`config.mk`:
```
export PLATFORM = sky130hd
export DESIGN_NAME = link_redundancy_switch_flat
export DESIGN_NICKNAME = d
export VERILOG_FILES = /design/src/rtl/link_redundancy_switch_if.sv /design/src/rtl/link_redundancy_switch.sv /design/src/flat_wrapper.sv
export SDC_FILE = /design/constraint.sdc
export NUM_CORES = 1
export LEC_CHECK = 0
export BUFFER_PORTS_ARGS = -buffer_cell sky130_fd_sc_hd__buf_4
export CAP_MARGIN = 15
export CORE_MARGIN = 2
export CORE_UTILIZATION = 50
export CTS_CLUSTER_DIAMETER = 150
export DETAILED_ROUTE_END_ITERATION = 6
export PLACE_DENSITY = 0.69
export RECOVER_POWER = 50
export SLEW_MARGIN = 40
export SYNTH_ARGS = -nofsm -noshare
export SYNTH_HDL_FRONTEND = slang
export SYNTH_SLANG_ARGS = --single-unit
```
`constraint.sdc`:
```
create_clock -name clk -period 6.9 [get_ports clk]
set_input_delay 0.345 -clock clk [delete_from_list [all_inputs] [get_ports clk]]
set_output_delay 0.345 -clock clk [all_outputs]
set_load 0.02 [all_outputs]
```
`src/rtl/link_redundancy_switch_if.sv`:
```
// Link redundancy switch bundle: raw link health and force request in,
// selected channel, status and switch pulses out.
interface link_redundancy_switch_if #(
  parameter int CHANNELS = 2
);
  logic [CHANNELS-1:0] link_ok;
  logic                force_en;
  logic [2:0]          force_idx;
  logic [CHANNELS-1:0] link_enable;
  logic [2:0]          active_idx;
  logic                active_valid;
  logic                pre_switch;
  logic                post_switch;
  logic [15:0]         switch_count;

  modport master (
    output link_ok,
    output force_en,
    output force_idx,
    input  link_enable,
    input  active_idx,
    input  active_valid,
    input  pre_switch,
    input  post_switch,
    input  switch_count
  );

  modport slave (
    input  link_ok,
    input  force_en,
    input  force_idx,
    output link_enable,
    output active_idx,
    output active_valid,
    output pre_switch,
    output post_switch,
    output switch_count
  );
endinterface

```
`src/rtl/link_redundancy_switch.sv`:
```
// N-channel failover controller: qualifies link health and selects one
// downstream channel, with a guard gap bracketed by pre/post pulses.
module link_redundancy_switch #(
  parameter int    CHANNELS      = 2,
  parameter int    STABLE_CYCLES = 1250,
  parameter int    GUARD_CYCLES  = 16,
  parameter string REVERT        = "FALSE",
  parameter int    PRIMARY       = 0
) (
  input logic clk,
  input logic rst_n,
  link_redundancy_switch_if.slave bus
);

  localparam logic [15:0] STABLE = 16'(STABLE_CYCLES);
  localparam logic [7:0]  GUARD  = 8'(GUARD_CYCLES);
  localparam logic [3:0]  NCH    = 4'(CHANNELS);
  localparam logic [2:0]  PRI    = 3'(PRIMARY);
  localparam bit          REV_EN = (REVERT == "TRUE");

  typedef enum logic [1:0] {
    S_NONE,
    S_ACTIVE,
    S_GUARD
  } state_t;

  state_t state, nx_state;

  logic [2:0]  target, nx_target;
  logic [7:0]  gcnt, nx_gcnt;

  logic [CHANNELS-1:0] en_q, nx_en;
  logic [2:0]          idx_q, nx_idx;
  logic                valid_q, nx_valid;
  logic                pre_q, nx_pre;
  logic                post_q, nx_post;
  logic [15:0]         cnt_q, nx_cnt;

  logic [CHANNELS-1:0] good;
  logic [7:0]          good_pad;

  // Qualifier: immediate fail, STABLE_CYCLES consecutive highs to pass
  for (genvar g = 0; g < CHANNELS; g++) begin : g_qual
    logic [15:0] qcnt;
    always_ff @(posedge clk or negedge rst_n) begin
      if (!rst_n) begin
        qcnt    <= '0;
        good[g] <= 1'b0;
      end else if (!bus.link_ok[g]) begin
        qcnt    <= '0;
        good[g] <= 1'b0;
      end else begin
        if (qcnt != STABLE) qcnt <= qcnt + 16'd1;
        good[g] <= (qcnt == STABLE);
      end
    end
  end

  always_comb begin
    good_pad = '0;
    good_pad[CHANNELS-1:0] = good;
  end

  logic       force_ok, rev_ok, low_ok;
  logic       pref_ok, cand_ok;
  logic [2:0] pref_idx, cand_idx, low_idx;

  always_comb begin
    force_ok = bus.force_en
            && ({1'b0, bus.force_idx} < NCH)
            && good_pad[bus.force_idx];
    rev_ok   = REV_EN && good_pad[PRI];
    low_ok   = 1'b0;
    low_idx  = '0;
    for (int i = CHANNELS - 1; i >= 0; i--) begin
      if (good[i]) begin
        low_ok  = 1'b1;
        low_idx = 3'(i);
      end
    end
    pref_ok  = force_ok | rev_ok;
    pref_idx = force_ok ? bus.force_idx : PRI;
    cand_ok  = pref_ok | low_ok;
    cand_idx = pref_ok ? pref_idx : low_idx;
  end

  logic leave, switch_to, tgt_good, guard_done;
  logic [CHANNELS-1:0] tgt_hot;

  // A lowest-index candidate alone never displaces a good channel
  always_comb begin
    leave      = !good_pad[idx_q] || (pref_ok && pref_idx != idx_q);
    switch_to  = cand_ok && cand_idx != idx_q;
    tgt_good   = good_pad[target];
    guard_done = tgt_good && gcnt == 8'd0;
    for (int i = 0; i < CHANNELS; i++) begin
      tgt_hot[i] = (target == 3'(i));
    end
  end

  always_ff @(posedge clk or negedge rst_n) begin
    if (!rst_n) begin
      state   <= S_NONE;
      target  <= '0;
      gcnt    <= '0;
      en_q    <= '0;
      idx_q   <= '0;
      valid_q <= 1'b0;
      pre_q   <= 1'b0;
      post_q  <= 1'b0;
      cnt_q   <= '0;
    end else begin
      state   <= nx_state;
      target  <= nx_target;
      gcnt    <= nx_gcnt;
      en_q    <= nx_en;
      idx_q   <= nx_idx;
      valid_q <= nx_valid;
      pre_q   <= nx_pre;
      post_q  <= nx_post;
      cnt_q   <= nx_cnt;
    end
  end

  always_comb begin
    nx_state  = state;
    nx_target = target;
    nx_gcnt   = gcnt;
    unique case (state)
      S_NONE: begin
        if (cand_ok) begin
          nx_state  = S_GUARD;
          nx_target = cand_idx;
          nx_gcnt   = GUARD;
        end
      end
      S_ACTIVE: begin
        if (leave) begin
          if (switch_to) begin
            nx_state  = S_GUARD;
            nx_target = cand_idx;
            nx_gcnt   = GUARD;
          end else begin
            nx_state = S_NONE;
          end
        end
      end
      S_GUARD: begin
        if (!tgt_good) begin
          if (cand_ok) begin
            nx_target = cand_idx;
            nx_gcnt   = GUARD;
          end else begin
            nx_state = S_NONE;
          end
        end else if (guard_done) begin
          nx_state = S_ACTIVE;
        end else begin
          nx_gcnt = gcnt - 8'd1;
        end
      end
      default: nx_state = S_NONE;
    endcase
  end

  always_comb begin
    nx_en    = en_q;
    nx_idx   = idx_q;
    nx_valid = valid_q;
    nx_pre   = 1'b0;
    nx_post  = 1'b0;
    nx_cnt   = cnt_q;
    unique case (1'b1)
      (state == S_ACTIVE) && leave: begin
        nx_pre   = 1'b1;
        nx_en    = '0;
        nx_valid = 1'b0;
      end
      (state == S_GUARD) && guard_done: begin
        nx_en    = tgt_hot;
        nx_idx   = target;
        nx_valid = 1'b1;
        nx_post  = 1'b1;
        if (cnt_q != 16'hFFFF) nx_cnt = cnt_q + 16'd1;
      end
      default: ;
    endcase
  end

  assign bus.link_enable  = en_q;
  assign bus.active_idx   = idx_q;
  assign bus.active_valid = valid_q;
  assign bus.pre_switch   = pre_q;
  assign bus.post_switch  = post_q;
  assign bus.switch_count = cnt_q;

endmodule
```
`src/flat_wrapper.sv`:
```
// flat-port wrapper written by rule: the top's interface ports become plain ports
module link_redundancy_switch_flat 
#(
  parameter int    CHANNELS      = 2,
  parameter int    STABLE_CYCLES = 1250,
  parameter int    GUARD_CYCLES  = 16,
  parameter string REVERT        = "     ",
  parameter int    PRIMARY       = 0
)
  (clk, rst_n, bus_link_ok, bus_force_en, bus_force_idx, bus_link_enable, bus_active_idx, bus_active_valid, bus_pre_switch, bus_post_switch, bus_switch_count);
  link_redundancy_switch_if #(.CHANNELS(CHANNELS)) bus_i ();
  input logic clk;
  input logic rst_n;
  input wire logic [$bits(bus_i.link_ok)-1:0] bus_link_ok;
  input wire logic [$bits(bus_i.force_en)-1:0] bus_force_en;
  input wire logic [$bits(bus_i.force_idx)-1:0] bus_force_idx;
  output wire logic [$bits(bus_i.link_enable)-1:0] bus_link_enable;
  output wire logic [$bits(bus_i.active_idx)-1:0] bus_active_idx;
  output wire logic [$bits(bus_i.active_valid)-1:0] bus_active_valid;
  output wire logic [$bits(bus_i.pre_switch)-1:0] bus_pre_switch;
  output wire logic [$bits(bus_i.post_switch)-1:0] bus_post_switch;
  output wire logic [$bits(bus_i.switch_count)-1:0] bus_switch_count;
  assign bus_i.link_ok = bus_link_ok;
  assign bus_i.force_en = bus_force_en;
  assign bus_i.force_idx = bus_force_idx;
  assign bus_link_enable = bus_i.link_enable;
  assign bus_active_idx = bus_i.active_idx;
  assign bus_active_valid = bus_i.active_valid;
  assign bus_pre_switch = bus_i.pre_switch;
  assign bus_post_switch = bus_i.post_switch;
  assign bus_switch_count = bus_i.switch_count;
  link_redundancy_switch #(.CHANNELS(CHANNELS), .STABLE_CYCLES(STABLE_CYCLES), .GUARD_CYCLES(GUARD_CYCLES), .REVERT(REVERT), .PRIMARY(PRIMARY)) u_core (.clk(clk), .rst_n(rst_n), .bus(bus_i));
endmodule
```
==> results by stage <==
STA:
- The share of the clock period used by the worst path is 48.3%.
- The final number of setup-violating endpoints is 0.
- The setup slack of the critical path after layout is 3570 ps.
- The worst clock skew is 11.7 ps.
- The worst path in the final design needs a cycle of 3330 ps, including I/O delays and setup.
- The final number of hold-violating endpoints is 0.
- Setup repair after global routing left no endpoint under its margin.
- The slew at the pin with the worst max-slew slack is 3690 ps.
- The number of max-slew violations in the final report was 72.
- The tightest slew margin relative to the limit is -146%.
- The total negative slack is 0 ps.
- Static timing analysis puts the maximum clock frequency at 0.300 GHz.

Clock tree:
- Post-CTS timing repair inserted 0 buffers for setup.
- The number of buffers created by CTS is 9.
- CTS placed an instance of sky130_fd_sc_hd__clkbuf_8 at the clock tree root.
- The later-pin clock latency in the skew report is 340 ps.
- The number of gates resized after CTS was 0.
- The clock sink total is 71.
- The H-tree was split into 3 levels.
- No sink is reached through more buffers than the 2 on the longest clock path.
- The clock-pin slew of the registers on the worst-case setup and hold paths is 80 ps.
- The CTS tree is yes.
- Hold repair after CTS inserted 0 buffers.

Cells and area:
- The share of cells above drive strength 1 is 10.9%.
- Measured on the finished design, the core utilization comes to 57.8%.
- The number of diodes is 0.
- The filler cell count in the final layout is 628.
- The net count of the finished layout is 427.
- From synthesis to final layout, the design area changed by 12.9%.

Power and ir drop:
- For this design the ratio of total power to cell area is 204 nW/um^2.
- In this run, the combinational gates consume 13.7% of the power.
- The internal power consumption is 611 uW.
- The share of total power consumed by net switching is 27.8%.
- The static leakage is 0.00184 uW.
- The analysis attributes to net switching a power of 236 uW.
- The overall power is 847 uW.
- The clock network accounts for 34.6% of the total power.
- IR analysis of the VDD net gives a maximum drop of 0.120 mV.
- Sequential cells account for 51.7% of the total power.

Logic synthesis:
- The synthesized design contains 0 enable-type register cells.
- The number of distinct library cell variants in the gate-level netlist after synthesis is 56.
- The number of synthesized register bits is 71.
- The share of the Yosys chip area taken by registers is 48.3%.
- The count of warnings emitted by yosys is 0.
- The mapped netlist covers 3670 um^2.
- Synthesis produced a netlist with a net count of 392.
- The top flip-flop cell by instance count after synthesis is sky130_fd_sc_hd__dfrtp_1.
- Counting flops with an async set or reset pin after synthesis yields a share of 100%.
- The instance count of the mapped netlist is 374.
- A synthesized cell averages 9.83 um^2.

Place:
- The final estimated routing congestion in global placement is 0.906.
- The pre-CTS setup slack is 4430 ps.
- The detailed placer's ending HPWL is 5.10 mm.
- The count of input and output buffers is 31.

Min path:
- The worst hold path begins at bus_link_ok[1].
- The path class of the tightest hold or removal check is in2reg.
- For hold timing, the worst endpoint is u_core.g_qual[1].qcnt[8].
- The cell depth of the worst hold path is 3.

Worst setup path:
- Among cell families on the critical path, the largest total delay comes from buffers and inverters.
- The worst setup path is captured at an asynchronous set/reset pin.
- The startpoint of the worst register-to-register path is u_core.gcnt[0].
- In this run the critical register-to-register path is captured at u_core.bus.switch_count[12].
- The worst endpoint required time is 6500 ps.
- The worst register-to-register path has a depth of 8.
- The largest fanout on the critical path is 71.
- The largest single stage delay on the critical path is 2550 ps.
- The arrival time reported for the critical path endpoint is 2940 ps.
- The critical path goes through clkbuf_1.
- The number of buffer and inverter instances along the worst setup path is 1.
- The critical path launch point type is a primary input.
- The path type of the worst setup path is in2async.
- Setup slack on the worst reg-to-reg path comes out at 4370 ps.
- The slowest stage of the critical path belongs to the cell sky130_fd_sc_hd__clkbuf_1.

Run:
- Across the run, the number of max-cap violations was 1.

GRT:
- For this run, the total global-route usage over all layers was measured as 19.1%.
- The number of antenna violations at the first check in global routing is 0.
- The via count of the first global-routing pass is 2701.
- Entering global routing, the biggest net connects 72 pins.
- The total overflow left after global routing is 0.
- The wire length of the first global-routing pass is 12.7 mm.

Route:
- Dividing the detail-routed via count by the number of cells gives 5.56.
- The number of vias in the routed layout is 2852.
- The residual DRC count is 0.
- The number of iterations in the first detailed-routing pass is 4.
- The final routed wire length divided by cell count is 14.1 um.
- The detailed router finished its first iteration with 176 violations.
- The post-detailed-route count of antenna-violating nets is 0.
- Wires add up to 7.23 mm.

Floorplanning:
- 32 I/O pins were placed.
- The initialized floorplan defines 31 standard-cell rows.
- The die is 89.7 um tall.
- Once the floorplan was initialized, standard cells occupied 51.2% of the core.
- The die is 89.7 um wide.
- The die covers 8050 um^2.
- The total core area is 7180 um^2.

Run status:
- The checks that failed: max-capacitance violations, max-slew violations.
- The flow ran to the end, but the final reports show violations.
==> placed cells by master (no fill, tap or decap), drive strengths merged, types with 5 or more instances in the layout <==
cell type	instances
nand2	20
and3	10
xor2	16
dfrtp	71
nor4	8
and2	6
nor3	7
nand3	19
a21oi	12
mux2	5
clkbuf	19
a211oi	5
o22ai	5
nand4	15
buf	23
clkinv	5
nor2	45
o21ai	11
ha	10
inv	27
xnor2	24
or3	7
==> cells by family after synthesis <==
group	after synthesis	synth area share (%)
buffers and inverters	36	3.74
adder cells (fa/ha/maj)	10	3.40
AND/OR/NAND/NOR	154	22.3
multiplexers	7	2.08
AO/OA/AOI/OAI	56	10.6
XOR/XNOR	40	9.53
flip-flops	71	48.3
==> worst register-to-register path, cell delays in order (launching register included) <==
cell and delay, ps:
sky130_fd_sc_hd__dfrtp_1 420, sky130_fd_sc_hd__inv_1 100, sky130_fd_sc_hd__ha_1 210, sky130_fd_sc_hd__or4b_4 510, sky130_fd_sc_hd__nor4_2 350, sky130_fd_sc_hd__nand2_1 330
sky130_fd_sc_hd__inv_2 230, sky130_fd_sc_hd__nand4_1 120, sky130_fd_sc_hd__xnor2_1 140
==> cell usage after synthesis (2+ instances only) <==
cell type                   count  area share (%)
sky130_fd_sc_hd__dfrtp_1       71              48
sky130_fd_sc_hd__ha_1          10             3.4
sky130_fd_sc_hd__or3_1          7             1.2
sky130_fd_sc_hd__o31ai_1        3            0.61
sky130_fd_sc_hd__buf_2          2            0.27
sky130_fd_sc_hd__mux2i_1        2            0.54
sky130_fd_sc_hd__xnor2_1       24             5.7
sky130_fd_sc_hd__inv_1         26             2.7
sky130_fd_sc_hd__o41ai_1        3            0.72
sky130_fd_sc_hd__nor4_1         7             1.2
sky130_fd_sc_hd__nand4_1       15             2.6
sky130_fd_sc_hd__and3_1        10             1.7
sky130_fd_sc_hd__o21ai_1        2            0.27
sky130_fd_sc_hd__nor4bb_1       2            0.54
sky130_fd_sc_hd__mux2_1         4             1.2
sky130_fd_sc_hd__xor2_1        16             3.8
sky130_fd_sc_hd__a21oi_1       12             1.6
sky130_fd_sc_hd__nand2_1       20             2.0
sky130_fd_sc_hd__nor3_1         7            0.95
sky130_fd_sc_hd__o211ai_1       2            0.41
sky130_fd_sc_hd__or4_1          3            0.61
sky130_fd_sc_hd__nor2_1        45             4.6
sky130_fd_sc_hd__o2bb2ai_1      2            0.48
sky130_fd_sc_hd__and4_1         4            0.95
sky130_fd_sc_hd__o22ai_1        5            0.85
sky130_fd_sc_hd__o21ai_0        9             1.2
sky130_fd_sc_hd__a211oi_1       5             1.0
sky130_fd_sc_hd__nand3_1       19             2.6
sky130_fd_sc_hd__and2_1         6             1.0
sky130_fd_sc_hd__clkinv_1       2            0.20
sky130_fd_sc_hd__clkbuf_1       4            0.41
==> routing by layer <==
metal | track usage [%] | wire length, um | up-vias
met5 | 0 | 0 | -
met4 | 5.38 | 74 | 0
met3 | 4.61 | 307 | 9
met2 | 29.1 | 3320 | 72
met1 | 27.5 | 3520 | 1362
li1 | - | - | 1409
==> worst max path at each step <==
stage,cells after the start,from,to
after floorplan,7,u_core.gcnt[0],u_core.state[0]
after global placement,8,u_core.gcnt[0],u_core.bus.switch_count[12]
after detailed placement,8,u_core.gcnt[0],u_core.bus.switch_count[12]
after CTS,8,u_core.gcnt[0],u_core.bus.switch_count[12]
after global routing,1,rst_n,u_core.g_qual[1].qcnt[3]
final,1,rst_n,u_core.g_qual[0].qcnt[11]
==> state kept, by name, summed over array words and instances (netlist names) <==
register	count
u_core.good	2
u_core.target	3
u_core.state	2
u_core.g_qual.qcnt	32
u_core.bus.link_enable	2
u_core.gcnt	8
u_core.bus.active_idx	3
u_core.bus.active_valid	1
u_core.bus.switch_count	16
u_core.bus.post_switch	1
u_core.bus.pre_switch	1
==> stage by stage <==
step	cell area (um^2)	hold slack, ps	cells
2_1_floorplan	3670	49.4	374
3_3_place_gp	4000	480	497
3_5_place_dp	4010	401	497
4_1_cts	4180	21.8	513
5_1_grt	4150	510	513
6_report	4150	478	513
==> cell type report <==
| cell class | count | area, um^2 | share of cell area (%) |
|---|---|---|---|
| Sequential cell | 71 | 1780 | 42.8 |
| Timing Repair Buffer | 31 | 203 | 4.89 |
| Multi-Input combinational cell | 267 | 1760 | 42.4 |
| Clock inverter | 5 | 33.8 | 0.814 |
| Tap cell | 99 | 124 | 2.99 |
| Inverter | 29 | 109 | 2.62 |
| Clock buffer | 11 | 141 | 3.41 |
==> power groups by stage <==
stage,clock network [uW],registers (uW),logic (uW)
floorplan,0,442,85.0
global placement,0,445,112
detailed placement,0,446,116
CTS,304,438,117
global route,325,439,131
finish,293,438,116
Power figures use the tool's default switching activity.
